$ cat src/rtl/mem_wb_pipe_pkg.sv
// mem_wb_pipe_pkg: shared definitions for the MEM/WB pipeline slice.
//   hs_state_e : handshake occupancy of the skid buffer (empty / main only / main + skid)
//   RegX0      : index of the hard-wired zero register; writes to it are squashed
package mem_wb_pipe_pkg;

    typedef enum logic [1:0] {
        StEmpty = 2'd0,
        StFull  = 2'd1,
        StSkid  = 2'd2
    } hs_state_e;

    localparam int unsigned RegX0 = 0;

endpackage

$ cat src/rtl/mem_wb_pipe_if.sv
// mem_wb_pipe_if: MEM -> WB handshake bundle.
//   in_*  : upstream entry (valid/ready, write enable, load select, load data, ALU result, rd)
//   out_* : downstream write-back entry (valid/ready, write enable, selected data, rd)
//   master: the MEM side / environment driving entries and out_ready
//   slave : the pipeline stage itself
interface mem_wb_pipe_if #(
    parameter int unsigned DATA_WIDTH    = 16,
    parameter int unsigned REGADDR_WIDTH = 4
);
    logic                     in_valid;
    logic                     in_ready;
    logic                     in_reg_write;
    logic                     in_mem_read;
    logic [DATA_WIDTH-1:0]    in_read_data;
    logic [DATA_WIDTH-1:0]    in_alu_result;
    logic [REGADDR_WIDTH-1:0] in_rd;

    logic                     out_valid;
    logic                     out_ready;
    logic                     out_reg_write;
    logic [DATA_WIDTH-1:0]    out_wb_data;
    logic [REGADDR_WIDTH-1:0] out_rd;

    modport master (
        output in_valid, in_reg_write, in_mem_read, in_read_data, in_alu_result, in_rd,
        output out_ready,
        input  in_ready,
        input  out_valid, out_reg_write, out_wb_data, out_rd
    );

    modport slave (
        input  in_valid, in_reg_write, in_mem_read, in_read_data, in_alu_result, in_rd,
        input  out_ready,
        output in_ready,
        output out_valid, out_reg_write, out_wb_data, out_rd
    );

endinterface

$ cat src/rtl/mem_wb_pipe_skid_buf.sv
// mem_wb_pipe_skid_buf: generic payload skid buffer with synchronous flush.
//   clk, reset (async, active-high), flush (drops all held entries next cycle)
//   in_valid/in_ready/in_data   : upstream handshake
//   out_valid/out_ready/out_data: downstream handshake, out_data is the main register
// SKID_EN=1: main + skid register, in_ready decoded from the state register only.
// SKID_EN=0: single register, in_ready = !out_valid | out_ready (combinational).
module mem_wb_pipe_skid_buf
    import mem_wb_pipe_pkg::*;
#(
    parameter int unsigned WIDTH   = 8,
    parameter int unsigned SKID_EN = 1
) (
    input  logic             clk,
    input  logic             reset,
    input  logic             flush,
    input  logic             in_valid,
    output logic             in_ready,
    input  logic [WIDTH-1:0] in_data,
    output logic             out_valid,
    input  logic             out_ready,
    output logic [WIDTH-1:0] out_data
);

    if (SKID_EN != 0) begin : g_skid
        hs_state_e        state_q, state_d;
        logic [WIDTH-1:0] main_q, main_d;
        logic [WIDTH-1:0] skid_q, skid_d;
        logic             accept, consume;

        assign accept  = in_valid & in_ready;
        assign consume = out_valid & out_ready;

        always_ff @(posedge clk or posedge reset) begin
            if (reset) begin
                state_q <= StEmpty;
            end else begin
                state_q <= state_d;
            end
        end

        always_comb begin
            state_d = state_q;
            if (flush) begin
                state_d = StEmpty;
            end else begin
                unique case (state_q)
                    StEmpty: if (accept) state_d = StFull;
                    StFull: begin
                        if (accept && !consume) begin
                            state_d = StSkid;
                        end else if (!accept && consume) begin
                            state_d = StEmpty;
                        end
                    end
                    StSkid:  if (consume) state_d = StFull;
                    default: state_d = StEmpty;
                endcase
            end
        end

        always_comb begin
            out_valid = (state_q != StEmpty);
            in_ready  = (state_q != StSkid);
        end

        // In StSkid in_ready is low, so the only possible move is skid -> main.
        // Otherwise a new entry lands in main when main is free (or draining this
        // cycle), else it parks in skid behind the older main entry.
        always_comb begin
            main_d = main_q;
            skid_d = skid_q;
            if (state_q == StSkid) begin
                if (consume) main_d = skid_q;
            end else if (accept) begin
                if (state_q == StEmpty || consume) begin
                    main_d = in_data;
                end else begin
                    skid_d = in_data;
                end
            end
        end

        always_ff @(posedge clk or posedge reset) begin
            if (reset) begin
                main_q <= '0;
                skid_q <= '0;
            end else begin
                main_q <= main_d;
                skid_q <= skid_d;
            end
        end

        assign out_data = main_q;
    end else begin : g_single
        logic             valid_q, valid_d;
        logic [WIDTH-1:0] data_q, data_d;

        always_comb begin
            in_ready  = !valid_q || out_ready;
            out_valid = valid_q;
        end

        always_comb begin
            valid_d = valid_q;
            data_d  = data_q;
            if (in_valid && in_ready) begin
                valid_d = 1'b1;
                data_d  = in_data;
            end else if (out_valid && out_ready) begin
                valid_d = 1'b0;
            end
            if (flush) valid_d = 1'b0;
        end

        always_ff @(posedge clk or posedge reset) begin
            if (reset) begin
                valid_q <= 1'b0;
                data_q  <= '0;
            end else begin
                valid_q <= valid_d;
                data_q  <= data_d;
            end
        end

        assign out_data = data_q;
    end

endmodule

$ cat src/rtl/mem_wb_pipe.sv
// mem_wb_pipe: MEM/WB pipeline stage.
//   clk, reset (async, active-high), flush (sync squash of held entries)
//   bus       : mem_wb_pipe_if slave (MEM-side entry in, WB-side entry out)
//   fwd_valid/fwd_rd/fwd_data : forwarding tap from the output register only
//   stall_cnt : saturating count of cycles with out_valid & !out_ready
// Write-back data is selected at capture so WB sees one registered data bus.
module mem_wb_pipe
    import mem_wb_pipe_pkg::*;
#(
    parameter int unsigned DATA_WIDTH    = 16,
    parameter int unsigned REGADDR_WIDTH = 4,
    parameter int unsigned SKID_EN       = 1,
    parameter int unsigned ZERO_SQUASH   = 1,
    parameter int unsigned CNT_WIDTH     = 16
) (
    input  logic                     clk,
    input  logic                     reset,
    input  logic                     flush,
    mem_wb_pipe_if.slave             bus,
    output logic                     fwd_valid,
    output logic [REGADDR_WIDTH-1:0] fwd_rd,
    output logic [DATA_WIDTH-1:0]    fwd_data,
    output logic [CNT_WIDTH-1:0]     stall_cnt
);

    typedef struct packed {
        logic                     reg_write;
        logic [DATA_WIDTH-1:0]    wb_data;
        logic [REGADDR_WIDTH-1:0] rd;
    } wb_payload_t;

    wb_payload_t          in_payload, out_payload;
    logic [CNT_WIDTH-1:0] stall_cnt_q, stall_cnt_d;

    always_comb begin
        in_payload.wb_data   = bus.in_mem_read ? bus.in_read_data : bus.in_alu_result;
        in_payload.rd        = bus.in_rd;
        in_payload.reg_write = bus.in_reg_write &&
            !((ZERO_SQUASH != 0) && (bus.in_rd == REGADDR_WIDTH'(RegX0)));
    end

    mem_wb_pipe_skid_buf #(
        .WIDTH   ($bits(wb_payload_t)),
        .SKID_EN (SKID_EN)
    ) u_skid_buf (
        .clk       (clk),
        .reset     (reset),
        .flush     (flush),
        .in_valid  (bus.in_valid),
        .in_ready  (bus.in_ready),
        .in_data   (in_payload),
        .out_valid (bus.out_valid),
        .out_ready (bus.out_ready),
        .out_data  (out_payload)
    );

    assign bus.out_reg_write = out_payload.reg_write;
    assign bus.out_wb_data   = out_payload.wb_data;
    assign bus.out_rd        = out_payload.rd;

    assign fwd_valid = bus.out_valid & out_payload.reg_write;
    assign fwd_rd    = out_payload.rd;
    assign fwd_data  = out_payload.wb_data;

    always_comb begin
        stall_cnt_d = stall_cnt_q;
        if (bus.out_valid && !bus.out_ready && (stall_cnt_q != {CNT_WIDTH{1'b1}})) begin
            stall_cnt_d = stall_cnt_q + CNT_WIDTH'(1);
        end
    end

    always_ff @(posedge clk or posedge reset) begin
        if (reset) begin
            stall_cnt_q <= '0;
        end else begin
            stall_cnt_q <= stall_cnt_d;
        end
    end

    assign stall_cnt = stall_cnt_q;

endmodule

$ cat src/flat_wrapper.sv
// flat-port wrapper written by rule: the top's interface ports become plain ports
module mem_wb_pipe_flat import mem_wb_pipe_pkg::*;
#(
    parameter int unsigned DATA_WIDTH    = 16,
    parameter int unsigned REGADDR_WIDTH = 4,
    parameter int unsigned SKID_EN       = 1,
    parameter int unsigned ZERO_SQUASH   = 1,
    parameter int unsigned CNT_WIDTH     = 16
)
  (clk, reset, flush, fwd_valid, fwd_rd, fwd_data, stall_cnt, bus_in_valid, bus_in_reg_write, bus_in_mem_read, bus_in_read_data, bus_in_alu_result, bus_in_rd, bus_out_ready, bus_in_ready, bus_out_valid, bus_out_reg_write, bus_out_wb_data, bus_out_rd);
  mem_wb_pipe_if #(.DATA_WIDTH(DATA_WIDTH), .REGADDR_WIDTH(REGADDR_WIDTH)) bus_i ();
  input  logic clk;
  input  logic reset;
  input  logic flush;
  output logic fwd_valid;
  output logic [REGADDR_WIDTH-1:0] fwd_rd;
  output logic [DATA_WIDTH-1:0] fwd_data;
  output logic [CNT_WIDTH-1:0] stall_cnt;
  input wire logic [$bits(bus_i.in_valid)-1:0] bus_in_valid;
  input wire logic [$bits(bus_i.in_reg_write)-1:0] bus_in_reg_write;
  input wire logic [$bits(bus_i.in_mem_read)-1:0] bus_in_mem_read;
  input wire logic [$bits(bus_i.in_read_data)-1:0] bus_in_read_data;
  input wire logic [$bits(bus_i.in_alu_result)-1:0] bus_in_alu_result;
  input wire logic [$bits(bus_i.in_rd)-1:0] bus_in_rd;
  input wire logic [$bits(bus_i.out_ready)-1:0] bus_out_ready;
  output wire logic [$bits(bus_i.in_ready)-1:0] bus_in_ready;
  output wire logic [$bits(bus_i.out_valid)-1:0] bus_out_valid;
  output wire logic [$bits(bus_i.out_reg_write)-1:0] bus_out_reg_write;
  output wire logic [$bits(bus_i.out_wb_data)-1:0] bus_out_wb_data;
  output wire logic [$bits(bus_i.out_rd)-1:0] bus_out_rd;
  assign bus_i.in_valid = bus_in_valid;
  assign bus_i.in_reg_write = bus_in_reg_write;
  assign bus_i.in_mem_read = bus_in_mem_read;
  assign bus_i.in_read_data = bus_in_read_data;
  assign bus_i.in_alu_result = bus_in_alu_result;
  assign bus_i.in_rd = bus_in_rd;
  assign bus_i.out_ready = bus_out_ready;
  assign bus_in_ready = bus_i.in_ready;
  assign bus_out_valid = bus_i.out_valid;
  assign bus_out_reg_write = bus_i.out_reg_write;
  assign bus_out_wb_data = bus_i.out_wb_data;
  assign bus_out_rd = bus_i.out_rd;
  mem_wb_pipe #(.DATA_WIDTH(DATA_WIDTH), .REGADDR_WIDTH(REGADDR_WIDTH), .SKID_EN(SKID_EN), .ZERO_SQUASH(ZERO_SQUASH), .CNT_WIDTH(CNT_WIDTH)) u_core (.clk(clk), .reset(reset), .flush(flush), .bus(bus_i), .fwd_valid(fwd_valid), .fwd_rd(fwd_rd), .fwd_data(fwd_data), .stall_cnt(stall_cnt));
endmodule
$ cat config.mk
export PLATFORM = sky130hd
export DESIGN_NAME = mem_wb_pipe_flat
export DESIGN_NICKNAME = d
export VERILOG_FILES = /design/src/rtl/mem_wb_pipe_pkg.sv /design/src/rtl/mem_wb_pipe_if.sv /design/src/rtl/mem_wb_pipe_skid_buf.sv /design/src/rtl/mem_wb_pipe.sv /design/src/flat_wrapper.sv
export SDC_FILE = /design/constraint.sdc
export NUM_CORES = 1
export LEC_CHECK = 0
export CORE_UTILIZATION = 47
export CTS_BUF_LIST = sky130_fd_sc_hd__clkbuf_8
export DETAILED_ROUTE_END_ITERATION = 7
export HOLD_SLACK_MARGIN = 0.05
export PLACE_DENSITY = 0.82
export SYNTH_ARGS = -nofsm -noshare
export SYNTH_HDL_FRONTEND = slang
export SYNTH_SLANG_ARGS = --single-unit
$ cat constraint.sdc
create_clock -name clk -period 2.52 [get_ports clk]
set_input_delay 0.504 -clock clk [delete_from_list [all_inputs] [get_ports clk]]
set_output_delay 0.504 -clock clk [all_outputs]
set_load 0.01 [all_outputs]
==> impl_metrics.sql <==
INSERT INTO impl_metrics (metric_group, metric, value, unit) VALUES
('outcome', 'status', 'finished clean', ''),
('yosys', 'post_synth_inst_count', '305', ''),
('worst_setup_path', 'worst_ep_arrival_time', '1.73', 'ns'),
('floorplan', 'fp.dieW', '82.0', 'um'),
('final_layout', 'final_layout_fill_cell_count', '465', ''),
('final_layout', 'multiInputGateArea', '1260', 'um^2'),
('power', 'ir_worst_vdd', '0.466', 'mV'),
('worst_setup_path', 'crit-reg2reg-launch', 'u_core.stall_cnt[0]', ''),
('timing', 'grt_setup_unrepaired', 'false', ''),
('timing', 'min_period_over_period', '0.885', ''),
('min_path', 'worstHoldPathType', 'reg2reg', ''),
('yosys', 'synth-warning-count', '0', ''),
('timing', 'slew_at_the_pin_closest_to_its_max_slew_limit', '0.526', 'ns'),
('global_route', 'grt_use_met2', '0.363', ''),
('clocking', 'cts_buffer_depth', '2', ''),
('yosys', 'simple_gate_share_of_the_synthesized_area', '0.166', ''),
('power', 'power_density', '724', 'nW/um^2'),
('final_layout', 'commonest_non_fill_non_tap_cell_in_the_layout', 'clkdlybuf4s50_1', ''),
('drt', 'route.detailed.wl_per_inst', '14.7', 'um'),
('yosys', 'yosys.area_share.adder', '0.00416', ''),
('floorplan', 'core.rowCount', '28', ''),
('floorplan', 'initial_utilization', '0.496', ''),
('yosys', 'yosys.cell_types.count', '39', ''),
('clocking', 'cts_tree', 'done', ''),
('final_layout', 'syn_to_final_growth', '38.0', '%'),
('yosys', 'synth-xor-area-share', '0.0379', ''),
('timing', 'fmaxAchievable', '0.448', 'GHz'),
('worst_setup_path', 'cp-start-kind', 'flop', ''),
('worst_setup_path', 'worstSetupStartpoint', 'u_core.u_skid_buf.g_skid.state_q[0]', ''),
('min_path', 'timing.hold.worst.start', 'u_core.u_skid_buf.g_skid.skid_q[15]', ''),
('yosys', 'syn_avg_cell_area', '9.86', 'um^2'),
('floorplan', 'io_pins', '103', ''),
('place', 'pre_cts_slack', '0.404', 'ns'),
('timing', 'final.setup.tns', '0', 'ns'),
('clocking', 'setup_bufs_post_cts', '0', ''),
('clocking', 'postCtsResizedCells', '0', ''),
('place', 'hpwl', '4.77', 'mm'),
('timing', 'postLayoutSetupSlackWorst', '0.289', 'ns'),
('worst_setup_path', 'worst-setup-path-type', 'reg2out', ''),
('timing', 'period_needed', '2.23', 'ns'),
('power', 'cellLeakagePower', '0.00187', 'uW'),
('global_route', 'globalRouteOverflowTotal', '0', ''),
('global_route', 'globalRouteMet1Util', '0.284', ''),
('clocking', 'tritoncts_num_sinks', '60', ''),
('clocking', 'cts_hold_buffers', '0', ''),
('global_route', 'antenna_violations_before_repair', '0', ''),
('drt', 'ant_nets', '0', ''),
('worst_setup_path', 'timing.critical_path.required', '2.02', 'ns'),
('timing', 'maxSlewHeadroom', '0.648', ''),
('yosys', 'synth-compound-area-share', '0.114', ''),
('floorplan', 'dieArea', '6720', 'um^2'),
('yosys', 'synth.net_count', '349', ''),
('clocking', 'clkLatencyLatePin', '0.33', 'ns'),
('job', 'maxCapViolCount', '0', ''),
('drt', 'postRouteWirelength', '6.87', 'mm'),
('yosys', 'yosys_register_bits', '60', ''),
('yosys', 'synth_cell_area', '3010', 'um^2'),
('yosys', 'synthFlopType', 'dfrtp_1', ''),
('yosys', 'synth_top_cell_area_share', '0.499', ''),
('place', 'portBuffers', '102', ''),
('drt', 'drcViolationCount', '0', ''),
('drt', 'vias', '2474', ''),
('final_layout', 'mostFrequentLayoutCells', '102 x clkdlybuf4s50_1, 60 x dfrtp_1, 42 x nand2_1, 33 x o21ai_0, 26 x nor2_1', ''),
('yosys', 'synth_mux_area_frac', '0.0970', ''),
('final_layout', 'regArea', '1500', 'um^2'),
('final_layout', 'antenna_cells', '0', ''),
('worst_setup_path', 'critical_path.max_fanout', '8', ''),
('yosys', 'ys_seq_area_frac', '0.499', ''),
('yosys', 'synth_top_family_by_area', 'simple AND/OR/NAND/NOR gates', ''),
('timing', 'timing.final.setup_violations', '0', ''),
('global_route', 'busiest_layer', 'met2', '');
## layer usage
| layer | up-vias | wire length, um |
|---|---|---|
| met5 | - | 0 |
| met4 | 0 | 53 |
| met3 | 6 | 531 |
| met2 | 90 | 3360 |
| met1 | 1180 | 2920 |
| li1 | 1198 | - |
## area by class of cell
type / count / share of cell area
multi-input cells: 204 / 0.304
clock inverters: 5 / 0.0121
repair buffers: 107 / 0.258
inverters: 5 / 0.00452
clock buffers: 11 / 0.0365
well taps: 75 / 0.0226
flip-flops and latches: 60 / 0.362
## report_power, final
| part | internal [uW] | switching, uW |
|---|---|---|
| combinational | 475 | 343 |
| clock | 503 | 362 |
| sequential | 1150 | 169 |
## cell usage after synthesis, types with 2 or more instances
library cell,n
clkbuf_1,4
mux2i_1,22
nor3_1,6
inv_1,5
a21oi_1,22
xnor2_1,2
nand4_1,3
mux2_2,5
nand3_1,3
nor2_1,26
buf_2,10
nand2_1,42
dfrtp_1,60
nand3b_1,2
xor2_1,11
nor4_1,3
o21ai_0,33
a311oi_1,2
buf_4,21
nor4b_2,2
a31oi_1,3
## per-stage QoR
| stage | cell area [um^2] | hold slack (ns) | instances | power, uW |
|---|---|---|---|---|
| after floorplan | 3010 | 0.445 | 305 | 1740 |
| after global placement | 3950 | 0.457 | 451 | 2120 |
| after detailed placement | 3950 | 0.467 | 451 | 2160 |
| after CTS | 4150 | 0.482 | 467 | 3030 |
| after global routing | 4150 | 0.512 | 467 | 3170 |
| final | 4150 | 0.480 | 467 | 3010 |
## path summary, 6_finish.rpt
kind | end | slack [ns] | cells past startpoint
worst max register to register | u_core.stall_cnt[1] | 0.85 | 5
min in group asynchronous | u_core.stall_cnt[15] | 0.52 | 2
worst min-delay path | u_core.u_skid_buf.g_skid.skid_q[15] | 0.48 | 2
worst max-delay path | fwd_valid | 0.29 | 3
worst min register to register | u_core.u_skid_buf.g_skid.skid_q[15] | 0.48 | 2
max in group asynchronous | u_core.u_skid_buf.out_data[17] | 1.44 | 3
## registers in the layout (all words and copies together), names as in the netlist
name	cells
u_core.u_skid_buf.g_skid.state_q	2
u_core.u_skid_buf.g_skid.skid_q	21
u_core.u_skid_buf.out_data	21
u_core.stall_cnt	16
## logic make-up after synthesis
group,after synthesis
AND/OR/NAND/NOR,98
AO/OA/AOI/OAI,64
adder cells (fa/ha/maj),1
XOR/XNOR,13
multiplexers,28
flip-flops,60
buffers and inverters,41
## worst max-delay path, cell delays in order (launching register included)
cell and delay (ns):
dfrtp_1 0.45, or2_2 0.33, and2_1 0.15, clkdlybuf4s50_1 0.47
(Power assumes the default switching activity.)
